==> src/rtl/hazard_unit_pkg.sv <==
// rtl/hazard_unit_pkg.sv - shared types and constants for the pipeline hazard unit
package hazard_unit_pkg;

  typedef enum logic [1:0] {
    RUN   = 2'd0,
    WAIT  = 2'd1,
    FAULT = 2'd2
  } hz_state_e;

  localparam logic [1:0] FWD_RF  = 2'b00;
  localparam logic [1:0] FWD_EX  = 2'b01;
  localparam logic [1:0] FWD_MEM = 2'b10;
  localparam logic [1:0] FWD_WB  = 2'b11;

  localparam logic [3:0] PC_REG = 4'hF;

  // Memory-wait counter width; MEM_TIMEOUT must fit in it.
  localparam int CNT_W = 8;

endpackage

==> src/rtl/hazard_unit_if.sv <==
// rtl/hazard_unit_if.sv - pipeline status in, hazard controls out
interface hazard_unit_if #(
  parameter int REG_W = 4
);
  logic [REG_W-1:0] id_rn;
  logic [REG_W-1:0] id_rm;
  logic [REG_W-1:0] id_rd;
  logic             id_use_rn;
  logic             id_use_rm;
  logic             id_use_rd;
  logic [REG_W-1:0] ex_rd;
  logic             ex_rf_en;
  logic             ex_load;
  logic [REG_W-1:0] mem_rd;
  logic             mem_rf_en;
  logic [REG_W-1:0] wb_rd;
  logic             wb_rf_en;
  logic             branch_taken;
  logic             dmem_en;
  logic             dmem_ready;

  logic             nop_sel;
  logic             pc_le;
  logic             ifid_le;
  logic             ifid_flush;
  logic             pipe_freeze;
  logic [1:0]       fwd_a;
  logic [1:0]       fwd_b;
  logic [1:0]       fwd_c;
  logic             mem_fault;

  modport master (
    output id_rn, id_rm, id_rd, id_use_rn, id_use_rm, id_use_rd,
    output ex_rd, ex_rf_en, ex_load, mem_rd, mem_rf_en, wb_rd, wb_rf_en,
    output branch_taken, dmem_en, dmem_ready,
    input  nop_sel, pc_le, ifid_le, ifid_flush, pipe_freeze,
    input  fwd_a, fwd_b, fwd_c, mem_fault
  );

  modport slave (
    input  id_rn, id_rm, id_rd, id_use_rn, id_use_rm, id_use_rd,
    input  ex_rd, ex_rf_en, ex_load, mem_rd, mem_rf_en, wb_rd, wb_rf_en,
    input  branch_taken, dmem_en, dmem_ready,
    output nop_sel, pc_le, ifid_le, ifid_flush, pipe_freeze,
    output fwd_a, fwd_b, fwd_c, mem_fault
  );

endinterface

==> src/rtl/hazard_unit_fwd_sel.sv <==
// rtl/hazard_unit_fwd_sel.sv - single-operand forwarding priority selector (EX > MEM > WB)
module hazard_unit_fwd_sel
  import hazard_unit_pkg::*;
#(
  parameter int REG_W = 4
) (
  input  logic [REG_W-1:0] src,
  input  logic             use_src,
  input  logic [REG_W-1:0] ex_rd,
  input  logic             ex_rf_en,
  input  logic             ex_load,
  input  logic [REG_W-1:0] mem_rd,
  input  logic             mem_rf_en,
  input  logic [REG_W-1:0] wb_rd,
  input  logic             wb_rf_en,
  output logic [1:0]       fwd
);

  always_comb begin
    fwd = FWD_RF;
    // R15 reads the PC path, never a forwarded result.
    if (use_src && (src != REG_W'(PC_REG))) begin
      if (ex_rf_en && !ex_load && (ex_rd == src)) begin
        fwd = FWD_EX;
      end else if (mem_rf_en && (mem_rd == src)) begin
        fwd = FWD_MEM;
      end else if (wb_rf_en && (wb_rd == src)) begin
        fwd = FWD_WB;
      end
    end
  end

endmodule

==> src/rtl/hazard_unit.sv <==
// rtl/hazard_unit.sv - load-use/branch/memory-wait hazard controller with forwarding selects
// Optional HAZARD_PERF_EN adds saturating stall_cnt/flush_cnt outputs.
module hazard_unit
  import hazard_unit_pkg::*;
#(
  parameter int REG_W       = 4,
  parameter int MEM_TIMEOUT = 15
) (
  input  logic        clk,
  input  logic        rst_n,
  hazard_unit_if.slave hz
`ifdef HAZARD_PERF_EN
  ,
  output logic [15:0] stall_cnt,
  output logic [15:0] flush_cnt
`endif
);

  hz_state_e        state_q, state_d;
  logic [CNT_W-1:0] cnt_q, cnt_d;

  logic [1:0] fwd_a_c, fwd_b_c, fwd_c_c;
  logic       lu;
  logic       mem_stall;
  logic       nop_sel_c, pc_le_c, ifid_le_c, ifid_flush_c, freeze_c;

  hazard_unit_fwd_sel #(.REG_W(REG_W)) u_fwd_a (
    .src(hz.id_rn), .use_src(hz.id_use_rn),
    .ex_rd(hz.ex_rd), .ex_rf_en(hz.ex_rf_en), .ex_load(hz.ex_load),
    .mem_rd(hz.mem_rd), .mem_rf_en(hz.mem_rf_en),
    .wb_rd(hz.wb_rd), .wb_rf_en(hz.wb_rf_en),
    .fwd(fwd_a_c)
  );

  hazard_unit_fwd_sel #(.REG_W(REG_W)) u_fwd_b (
    .src(hz.id_rm), .use_src(hz.id_use_rm),
    .ex_rd(hz.ex_rd), .ex_rf_en(hz.ex_rf_en), .ex_load(hz.ex_load),
    .mem_rd(hz.mem_rd), .mem_rf_en(hz.mem_rf_en),
    .wb_rd(hz.wb_rd), .wb_rf_en(hz.wb_rf_en),
    .fwd(fwd_b_c)
  );

  hazard_unit_fwd_sel #(.REG_W(REG_W)) u_fwd_c (
    .src(hz.id_rd), .use_src(hz.id_use_rd),
    .ex_rd(hz.ex_rd), .ex_rf_en(hz.ex_rf_en), .ex_load(hz.ex_load),
    .mem_rd(hz.mem_rd), .mem_rf_en(hz.mem_rf_en),
    .wb_rd(hz.wb_rd), .wb_rf_en(hz.wb_rf_en),
    .fwd(fwd_c_c)
  );

  always_comb begin
    lu = hz.ex_load && hz.ex_rf_en && (hz.ex_rd != REG_W'(PC_REG)) &&
         ((hz.id_use_rn && (hz.id_rn == hz.ex_rd)) ||
          (hz.id_use_rm && (hz.id_rm == hz.ex_rd)) ||
          (hz.id_use_rd && (hz.id_rd == hz.ex_rd)));
    mem_stall = hz.dmem_en && !hz.dmem_ready;
  end

  always_comb begin
    state_d      = state_q;
    cnt_d        = cnt_q;
    nop_sel_c    = 1'b0;
    pc_le_c      = 1'b1;
    ifid_le_c    = 1'b1;
    ifid_flush_c = 1'b0;
    freeze_c     = 1'b0;
    unique case (state_q)
      RUN: begin
        if (mem_stall) begin
          freeze_c  = 1'b1;
          pc_le_c   = 1'b0;
          ifid_le_c = 1'b0;
          state_d   = WAIT;
          cnt_d     = CNT_W'(1);
        end else if (lu) begin
          // Bubble into ID/EX; a coincident branch is re-resolved next cycle.
          nop_sel_c = 1'b1;
          pc_le_c   = 1'b0;
          ifid_le_c = 1'b0;
        end else if (hz.branch_taken) begin
          ifid_flush_c = 1'b1;
        end
      end
      WAIT: begin
        freeze_c  = 1'b1;
        pc_le_c   = 1'b0;
        ifid_le_c = 1'b0;
        if (!hz.dmem_en || hz.dmem_ready) begin
          state_d = RUN;
          cnt_d   = '0;
        end else if (cnt_q == CNT_W'(MEM_TIMEOUT)) begin
          state_d = FAULT;
        end else if (cnt_q != '1) begin
          cnt_d = cnt_q + CNT_W'(1);
        end
      end
      FAULT: begin
        nop_sel_c = 1'b1;
        freeze_c  = 1'b1;
        pc_le_c   = 1'b0;
        ifid_le_c = 1'b0;
      end
      default: begin
        state_d = RUN;
        cnt_d   = '0;
      end
    endcase
  end

  always_ff @(posedge clk or negedge rst_n) begin
    if (!rst_n) begin
      state_q <= RUN;
      cnt_q   <= '0;
    end else begin
      state_q <= state_d;
      cnt_q   <= cnt_d;
    end
  end

  // Reset overrides every control so the pipeline holds a NOP in ID.
  assign hz.nop_sel     = !rst_n || nop_sel_c;
  assign hz.pc_le       = rst_n && pc_le_c;
  assign hz.ifid_le     = rst_n && ifid_le_c;
  assign hz.ifid_flush  = rst_n && ifid_flush_c;
  assign hz.pipe_freeze = rst_n && freeze_c;
  assign hz.fwd_a       = rst_n ? fwd_a_c : FWD_RF;
  assign hz.fwd_b       = rst_n ? fwd_b_c : FWD_RF;
  assign hz.fwd_c       = rst_n ? fwd_c_c : FWD_RF;
  assign hz.mem_fault   = rst_n && (state_q == FAULT);

`ifdef HAZARD_PERF_EN
  logic [15:0] stall_cnt_q, stall_cnt_d;
  logic [15:0] flush_cnt_q, flush_cnt_d;

  always_comb begin
    stall_cnt_d = stall_cnt_q;
    flush_cnt_d = flush_cnt_q;
    if ((lu || freeze_c) && (stall_cnt_q != 16'hFFFF)) begin
      stall_cnt_d = stall_cnt_q + 16'd1;
    end
    if (ifid_flush_c && (flush_cnt_q != 16'hFFFF)) begin
      flush_cnt_d = flush_cnt_q + 16'd1;
    end
  end

  always_ff @(posedge clk or negedge rst_n) begin
    if (!rst_n) begin
      stall_cnt_q <= '0;
      flush_cnt_q <= '0;
    end else begin
      stall_cnt_q <= stall_cnt_d;
      flush_cnt_q <= flush_cnt_d;
    end
  end

  assign stall_cnt = stall_cnt_q;
  assign flush_cnt = flush_cnt_q;
`endif

endmodule
==> src/flat_wrapper.sv <==
// flat-port wrapper written by rule: the top's interface ports become plain ports
module hazard_unit_flat import hazard_unit_pkg::*;
#(
  parameter int REG_W       = 4,
  parameter int MEM_TIMEOUT = 15
)
  (clk, rst_n, hz_id_rn, hz_id_rm, hz_id_rd, hz_id_use_rn, hz_id_use_rm, hz_id_use_rd, hz_ex_rd, hz_ex_rf_en, hz_ex_load, hz_mem_rd, hz_mem_rf_en, hz_wb_rd, hz_wb_rf_en, hz_branch_taken, hz_dmem_en, hz_dmem_ready, hz_nop_sel, hz_pc_le, hz_ifid_le, hz_ifid_flush, hz_pipe_freeze, hz_fwd_a, hz_fwd_b, hz_fwd_c, hz_mem_fault);
  hazard_unit_if #(.REG_W(REG_W)) hz_i ();
  input  logic clk;
  input  logic rst_n;
  input wire logic [$bits(hz_i.id_rn)-1:0] hz_id_rn;
  input wire logic [$bits(hz_i.id_rm)-1:0] hz_id_rm;
  input wire logic [$bits(hz_i.id_rd)-1:0] hz_id_rd;
  input wire logic [$bits(hz_i.id_use_rn)-1:0] hz_id_use_rn;
  input wire logic [$bits(hz_i.id_use_rm)-1:0] hz_id_use_rm;
  input wire logic [$bits(hz_i.id_use_rd)-1:0] hz_id_use_rd;
  input wire logic [$bits(hz_i.ex_rd)-1:0] hz_ex_rd;
  input wire logic [$bits(hz_i.ex_rf_en)-1:0] hz_ex_rf_en;
  input wire logic [$bits(hz_i.ex_load)-1:0] hz_ex_load;
  input wire logic [$bits(hz_i.mem_rd)-1:0] hz_mem_rd;
  input wire logic [$bits(hz_i.mem_rf_en)-1:0] hz_mem_rf_en;
  input wire logic [$bits(hz_i.wb_rd)-1:0] hz_wb_rd;
  input wire logic [$bits(hz_i.wb_rf_en)-1:0] hz_wb_rf_en;
  input wire logic [$bits(hz_i.branch_taken)-1:0] hz_branch_taken;
  input wire logic [$bits(hz_i.dmem_en)-1:0] hz_dmem_en;
  input wire logic [$bits(hz_i.dmem_ready)-1:0] hz_dmem_ready;
  output wire logic [$bits(hz_i.nop_sel)-1:0] hz_nop_sel;
  output wire logic [$bits(hz_i.pc_le)-1:0] hz_pc_le;
  output wire logic [$bits(hz_i.ifid_le)-1:0] hz_ifid_le;
  output wire logic [$bits(hz_i.ifid_flush)-1:0] hz_ifid_flush;
  output wire logic [$bits(hz_i.pipe_freeze)-1:0] hz_pipe_freeze;
  output wire logic [$bits(hz_i.fwd_a)-1:0] hz_fwd_a;
  output wire logic [$bits(hz_i.fwd_b)-1:0] hz_fwd_b;
  output wire logic [$bits(hz_i.fwd_c)-1:0] hz_fwd_c;
  output wire logic [$bits(hz_i.mem_fault)-1:0] hz_mem_fault;
  assign hz_i.id_rn = hz_id_rn;
  assign hz_i.id_rm = hz_id_rm;
  assign hz_i.id_rd = hz_id_rd;
  assign hz_i.id_use_rn = hz_id_use_rn;
  assign hz_i.id_use_rm = hz_id_use_rm;
  assign hz_i.id_use_rd = hz_id_use_rd;
  assign hz_i.ex_rd = hz_ex_rd;
  assign hz_i.ex_rf_en = hz_ex_rf_en;
  assign hz_i.ex_load = hz_ex_load;
  assign hz_i.mem_rd = hz_mem_rd;
  assign hz_i.mem_rf_en = hz_mem_rf_en;
  assign hz_i.wb_rd = hz_wb_rd;
  assign hz_i.wb_rf_en = hz_wb_rf_en;
  assign hz_i.branch_taken = hz_branch_taken;
  assign hz_i.dmem_en = hz_dmem_en;
  assign hz_i.dmem_ready = hz_dmem_ready;
  assign hz_nop_sel = hz_i.nop_sel;
  assign hz_pc_le = hz_i.pc_le;
  assign hz_ifid_le = hz_i.ifid_le;
  assign hz_ifid_flush = hz_i.ifid_flush;
  assign hz_pipe_freeze = hz_i.pipe_freeze;
  assign hz_fwd_a = hz_i.fwd_a;
  assign hz_fwd_b = hz_i.fwd_b;
  assign hz_fwd_c = hz_i.fwd_c;
  assign hz_mem_fault = hz_i.mem_fault;
  hazard_unit #(.REG_W(REG_W), .MEM_TIMEOUT(MEM_TIMEOUT)) u_core (.clk(clk), .rst_n(rst_n), .hz(hz_i));
endmodule
==> config.mk <==
export PLATFORM = sky130hd
export DESIGN_NAME = hazard_unit_flat
export DESIGN_NICKNAME = d
export VERILOG_FILES = /design/src/rtl/hazard_unit_pkg.sv /design/src/rtl/hazard_unit_if.sv /design/src/rtl/hazard_unit_fwd_sel.sv /design/src/rtl/hazard_unit.sv /design/src/flat_wrapper.sv
export SDC_FILE = /design/constraint.sdc
export NUM_CORES = 1
export LEC_CHECK = 0
export CAP_MARGIN = 20
export CORE_MARGIN = 3
export CORE_UTILIZATION = 45
export CTS_CLUSTER_DIAMETER = 60
export DETAILED_ROUTE_END_ITERATION = 10
export HOLD_SLACK_MARGIN = 0.06
export MAX_ROUTING_LAYER = met4
export PLACE_DENSITY = 0.82
export SYNTH_ARGS = -nofsm -noshare
export SYNTH_HDL_FRONTEND = slang
export SYNTH_SLANG_ARGS = --single-unit
==> constraint.sdc <==
create_clock -name clk -period 2.5 [get_ports clk]
set_input_delay 0.5 -clock clk [delete_from_list [all_inputs] [get_ports clk]]
set_output_delay 0.5 -clock clk [all_outputs]
set_load 0.1 [all_outputs]
Word level (Yosys, flattened, before mapping)
Cells that the tools add are included.
Widths: inputs -> output; s select.
{"block": "classes", "mux": 36, "add_sub_neg": 1, "n_eq_ne": 24, "bitwise": 1, "reduce_logical": 36}
{"cell": "$eq 4x4->1", "count": 12}
{"cell": "$mux 2", "count": 18}
{"cell": "$mux 8", "count": 4}
{"cell": "$logic_and 1x1->1", "count": 24}
{"cell": "$pmux 8 s3", "count": 1}
{"cell": "$ne 4x4->1 const B", "count": 4}
{"cell": "$mux 1", "count": 9}
{"cell": "$add 8x1->8 const B", "count": 1}
{"cell": "$eq 8x4->1 const B", "count": 1}
{"cell": "$ne 8x8->1 const B", "count": 1}
{"cell": "$ne 3x1->1 const B", "count": 2}
{"cell": "$pmux 1 s2", "count": 3}
{"cell": "$pmux 2 s3", "count": 1}
{"cell": "$logic_not 1->1", "count": 4}
{"cell": "$logic_or 1x1->1", "count": 4}
{"cell": "$reduce_and 4->1", "count": 1}
{"cell": "$ne 3x2->1 const B", "count": 1}
{"cell": "$reduce_and 3->1", "count": 1}
{"cell": "$eq 2x1->1 const B", "count": 1}
{"cell": "$eq 2x2->1 const B", "count": 1}
{"cell": "$logic_not 2->1", "count": 1}
{"cell": "$ne 2x1->1 const B", "count": 1}
{"cell": "$reduce_or 2->1", "count": 1}
{"cell": "$not 1->1", "count": 1}
{"block": "totals", "output_inout_bits": 12, "in_bits": 36, "wordCells": 100, "regBits": 10}

Depth between registers and ports, before layout
{"block": "depth", "word_depth": 9, "mapped_depth": 7, "ltp_nobuf": 6}

Cells and area by module
From an unflattened synthesis, not the netlist that was laid out.
{"block": "unflattened", "hier_cells": 187, "area_unflattened_um2": 1487.7}
{"module": "hazard_unit", "area_each_um2": 920.9, "seq_area_each_um2": 250.2, "instances": 1, "cells_each": 112}
{"module": "hazard_unit_fwd_sel", "area_each_um2": 188.9, "seq_area_each_um2": 0.0, "instances": 3, "cells_each": 25}

Least setup slack after synthesis
OpenSTA, ideal clock, no wires.
{"block": "synth_timing", "kind": "reg-to-output", "startpoint": "reg u_core.state_q[0]", "endpoint": "out hz_pc_le", "arrival_ns": 3.660, "stages_incl_launch_ff": 5, "required_time_ns": 2.000, "path_slack_ns": -1.660, "path_buffers": 1, "cell_sequence": "dfrtp_1 -> inv_1 -> ha_1 -> o32ai_1 -> buf_4"}
{"block": "synth_between", "elab_chain_cells": 4, "elab_cells_between_ends": 6, "cone_classes": "eq/ne: 2; mux: 1; reduce/logical: 3"}
{"item": "start, declared", "line_no": "hazard_unit.sv:19", "text": "hz_state_e state_q, state_d;"}
{"item": "start signal, assigned", "line_no": "hazard_unit.sv:115", "text": "state_q <= state_d;"}
{"item": "$eq 2x1->1 or $eq 2x2->1 (tied branches)"}
{"item": "$reduce_or 2->1 (no line)"}
{"item": "$pmux 1 s2 *"}
{"item": "$logic_and 1x1->1 *"}
{"item": "end, declared", "line_no": "flat_wrapper.sv:28", "text": "output wire logic [$bits(hz_i.pc_le)-1:0] hz_pc_le;"}
Mark *: on every way between the ends. The rest lies on a longest branch, timed or not.

Worst setup path in the final report
{"block": "layout_timing", "startpoint": "in rst_n", "endpoint": "out hz_pc_le"}
{"block": "layout_between", "elab_chain_cells": 1}
{"item": "start, declared", "line_no": "flat_wrapper.sv:10", "text": "input logic rst_n;"}
{"item": "$logic_and 1x1->1", "line_no": "hazard_unit.sv:122", "text": "assign hz.pc_le = rst_n && pc_le_c;"}
No other way between the ends.

==> results_dict.tcl <==
set metrics [dict create \
    outcome "complete, no violations" \
    initial_antenna_violation_count 0 \
    clockBufferDepth 2 \
    worst_hold_startpoint "u_core.cnt_q[1]" \
    post-dp-hpwl_um 3590 \
    routed_wirelength_um 4210 \
    floorplan.die.width_um 58.9 \
    floorplan.die_area_sq_mm 0.00347 \
    clk_latency_ns 0.27 \
    numPortBuffers 47 \
    finish.net_count 272 \
    start_util 0.490 \
    dr.first_iter.drc_count 83 \
    grt_max_degree 10 \
    clk_pin_slew_ns 0.07 \
    yosys_register_bits 10 \
    end_of_flow_core_utilization 0.838 \
    yosys_warnings 0 \
    max_slew.worst_pin.slew_ns 0.443 \
    worst-setup-path-type "in2out" \
    root_buffer "sky130_fd_sc_hd__clkbuf_4" \
    numCtsBuffers 3 \
    ant_nets 0 \
    report.final.hold_viol_count 0 \
    core_area_sq_mm 0.00257 \
    synthesized_net_count 201 \
    instances_no_fill 259 \
    tritoncts_num_sinks 10 \
    grt.overflow.total 0 \
    maxCapViolCount 0 \
    wl_per_cell_um 16.3 \
    hp-class "reg2reg" \
    hold_ws_ns 0.572 \
    tritoncts "done" \
    grt_pass1_wl_um 7040 \
    slew_headroom 0.703 \
    reg_to_reg_start "u_core.cnt_q[0]" \
    worst_ep_arrival_time_ns 1.96 \
    final-setup-viol-count 0 \
    groute.usage.overall 0.273 \
    cts-htree-levels 1 \
    critical_path.endpoint_type "primary output" \
    io_pins 48 \
    antenna-diode-count 0 \
    timing.critical_path.fanout_max 6 \
    skew_ns 0.00313 \
    areaGrowthSynthToFinish_pct 70.9 \
    final.setup.worst_slack_ns 0.0393 \
    synth_ff_type "sky130_fd_sc_hd__dfrtp_1" \
    via_count_of_the_first_global_routing_pass 1480 \
    viasPerCell 5.84 \
    synth_sequential_area_ratio 0.199 \
    min_period_over_period 0.984 \
    powerDensity_mw_per_mm2 472 \
    post-place-ws_ns -0.309 \
    place.gp.congestion 0.937 \
    mappedNetlistArea_sq_mm 0.00126 \
    power.ir.vdd_worst_uv 868 \
    synth_edf_count 0 \
    drt_drc_violations_left 0 \
    detail_route.first_pass.iterations 4 \
    critPathRequiredTime_ns 2.00 \
    post_layout_power_uw 1020 \
    unrepaired_setup_endpoints_after_global_routing "true" \
    numPlacedInstances 255 \
    reported_leakage_power_uw 0.000911 \
    n_fill_cell 178 \
    setup.worst_path.start "rst_n" \
    placementRows 18 \
    timing.critical_path.from_type "input port" \
    netlist-cell-type-count 40 \
    slew_violations 0 \
    vias 1513 \
    async_flop_share 1.00 \
    fmaxAchievable_ghz 0.406 \
    postSynthAreaPerCell_sq_um 7.87 \
    die_y_um 58.9 \
    post_route_cells_drive_above_1_share 0.293 \
    syn-instance-count 160 \
    fin_crit_ns 2.46 \
]
area by class of cell:
class / instances / area, sq um / area share
multi-input cells: 140 / 1090 / 0.507
repair buffers: 69 / 723 / 0.336
flip-flops and latches: 10 / 250 / 0.116
well taps: 30 / 37.5 / 0.0175
inverters: 7 / 26.3 / 0.0122
clock buffers: 3 / 22.5 / 0.0105
timing repair:
action                                  in CTS  in global routing
pin swaps                                    8                 14
endpoints found under the setup margin      10                 10
gates resized for setup                     32                 22
cloned                                       0                  0
setup buffers                                1                  0
hold buffers                                 0                  0
sequential cells by signal, summed over array words and instances (netlist names):
signal,flops
u_core.state_q,2
u_core.cnt_q,8
layer usage:
metal	share of wire	up-vias	GRT usage
li1	-	715	-
met1	0.42	714	0.335
met2	0.49	67	0.446
met3	0.056	17	0.0482
met4	0.033	0	0.0971
met5	0	-	-
cells in the final DEF, fill, tap and decap left out, types with 2 or more instances in the layout:
| master | Yosys | routed |
|---|---|---|
| sky130_fd_sc_hd__buf_4 | 1 | 22 |
| sky130_fd_sc_hd__xor2_1 | 18 | 18 |
| sky130_fd_sc_hd__xnor2_1 | 18 | 17 |
| sky130_fd_sc_hd__nor2_1 | 15 | 12 |
| sky130_fd_sc_hd__a21oi_1 | 12 | 12 |
| sky130_fd_sc_hd__buf_12 | 0 | 12 |
| sky130_fd_sc_hd__nand3_1 | 11 | 11 |
| sky130_fd_sc_hd__clkdlybuf4s50_1 | 0 | 11 |
| sky130_fd_sc_hd__dlygate4sd2_1 | 0 | 11 |
| sky130_fd_sc_hd__dfrtp_1 | 10 | 10 |
| sky130_fd_sc_hd__nand2_1 | 9 | 9 |
| sky130_fd_sc_hd__inv_1 | 7 | 7 |
| sky130_fd_sc_hd__nand4_1 | 7 | 7 |
| sky130_fd_sc_hd__clkdlybuf4s15_1 | 0 | 5 |
| sky130_fd_sc_hd__nor3_1 | 8 | 4 |
| sky130_fd_sc_hd__ha_1 | 5 | 4 |
| sky130_fd_sc_hd__clkbuf_2 | 0 | 4 |
| sky130_fd_sc_hd__nor4_2 | 1 | 3 |
| sky130_fd_sc_hd__nor2_2 | 0 | 3 |
| sky130_fd_sc_hd__nor2b_1 | 5 | 3 |
| sky130_fd_sc_hd__nor3_4 | 0 | 3 |
| sky130_fd_sc_hd__o21ai_0 | 3 | 3 |
| sky130_fd_sc_hd__clkbuf_4 | 0 | 3 |
| sky130_fd_sc_hd__nand2b_1 | 2 | 2 |
| sky130_fd_sc_hd__and2_1 | 2 | 2 |
| sky130_fd_sc_hd__o21ai_1 | 2 | 2 |
| sky130_fd_sc_hd__dlymetal6s2s_1 | 0 | 2 |
report_power, final:
part | internal, uW | switching, uW | total, uW
Combinational | 283 | 404 | 687
Sequential | 186 | 25.5 | 211
Clock | 55.8 | 61.1 | 117
through the flow:
step	setup TNS, ns	instance area [sq um]
4_1_cts	0	2130
5_1_grt	-0.00474	2150
6_report	0	2150
3_5_place_dp	-1.92	2100
3_3_place_gp	-1.77	2100
2_1_floorplan	-0.111	1340
cell usage after synthesis (all sizes together), types with 2 or more instances:
master | instances | share of area
nor2b | 5 | 0.025
nor4 | 4 | 0.025
nand2 | 9 | 0.027
dfrtp | 10 | 0.20
a21oi | 12 | 0.048
buf | 2 | 0.015
nand2b | 2 | 0.0099
nor3 | 8 | 0.032
and2 | 2 | 0.0099
nand4 | 7 | 0.035
nor2 | 15 | 0.045
ha | 5 | 0.050
o21ai | 5 | 0.020
xor2 | 18 | 0.13
inv | 7 | 0.021
xnor2 | 18 | 0.13
nand3 | 12 | 0.058
path summary, 6_finish.rpt:
kind                                           to  slack (ns)  cells past startpoint
worst max-delay path                     hz_pc_le        0.04                      4
worst min-delay path              u_core.cnt_q[1]        0.57                      2
worst max register to register    u_core.cnt_q[5]        0.80                      6
worst min register to register    u_core.cnt_q[1]        0.57                      2
max in group asynchronous       u_core.state_q[0]        1.49                      3
min in group asynchronous         u_core.cnt_q[5]        0.75                      2
kinds of logic after synthesis:
logic type,count (synthesis),synth area share
XOR/XNOR,36,0.250
adder cells (fa/ha/maj),5,0.0497
multiplexers,1,0.00895
AND/OR/NAND/NOR,72,0.315
flip-flops,10,0.199
buffers and inverters,10,0.0388
AO/OA/AOI/OAI,26,0.138
worst max-delay path, cell delays in order:
cell,delay (ns)
sky130_fd_sc_hd__clkdlybuf4s50_1,0.66
sky130_fd_sc_hd__inv_1,0.18
sky130_fd_sc_hd__o32ai_4,0.40
sky130_fd_sc_hd__buf_12,0.22
Note: power is estimated with default switching activity, not from simulation.
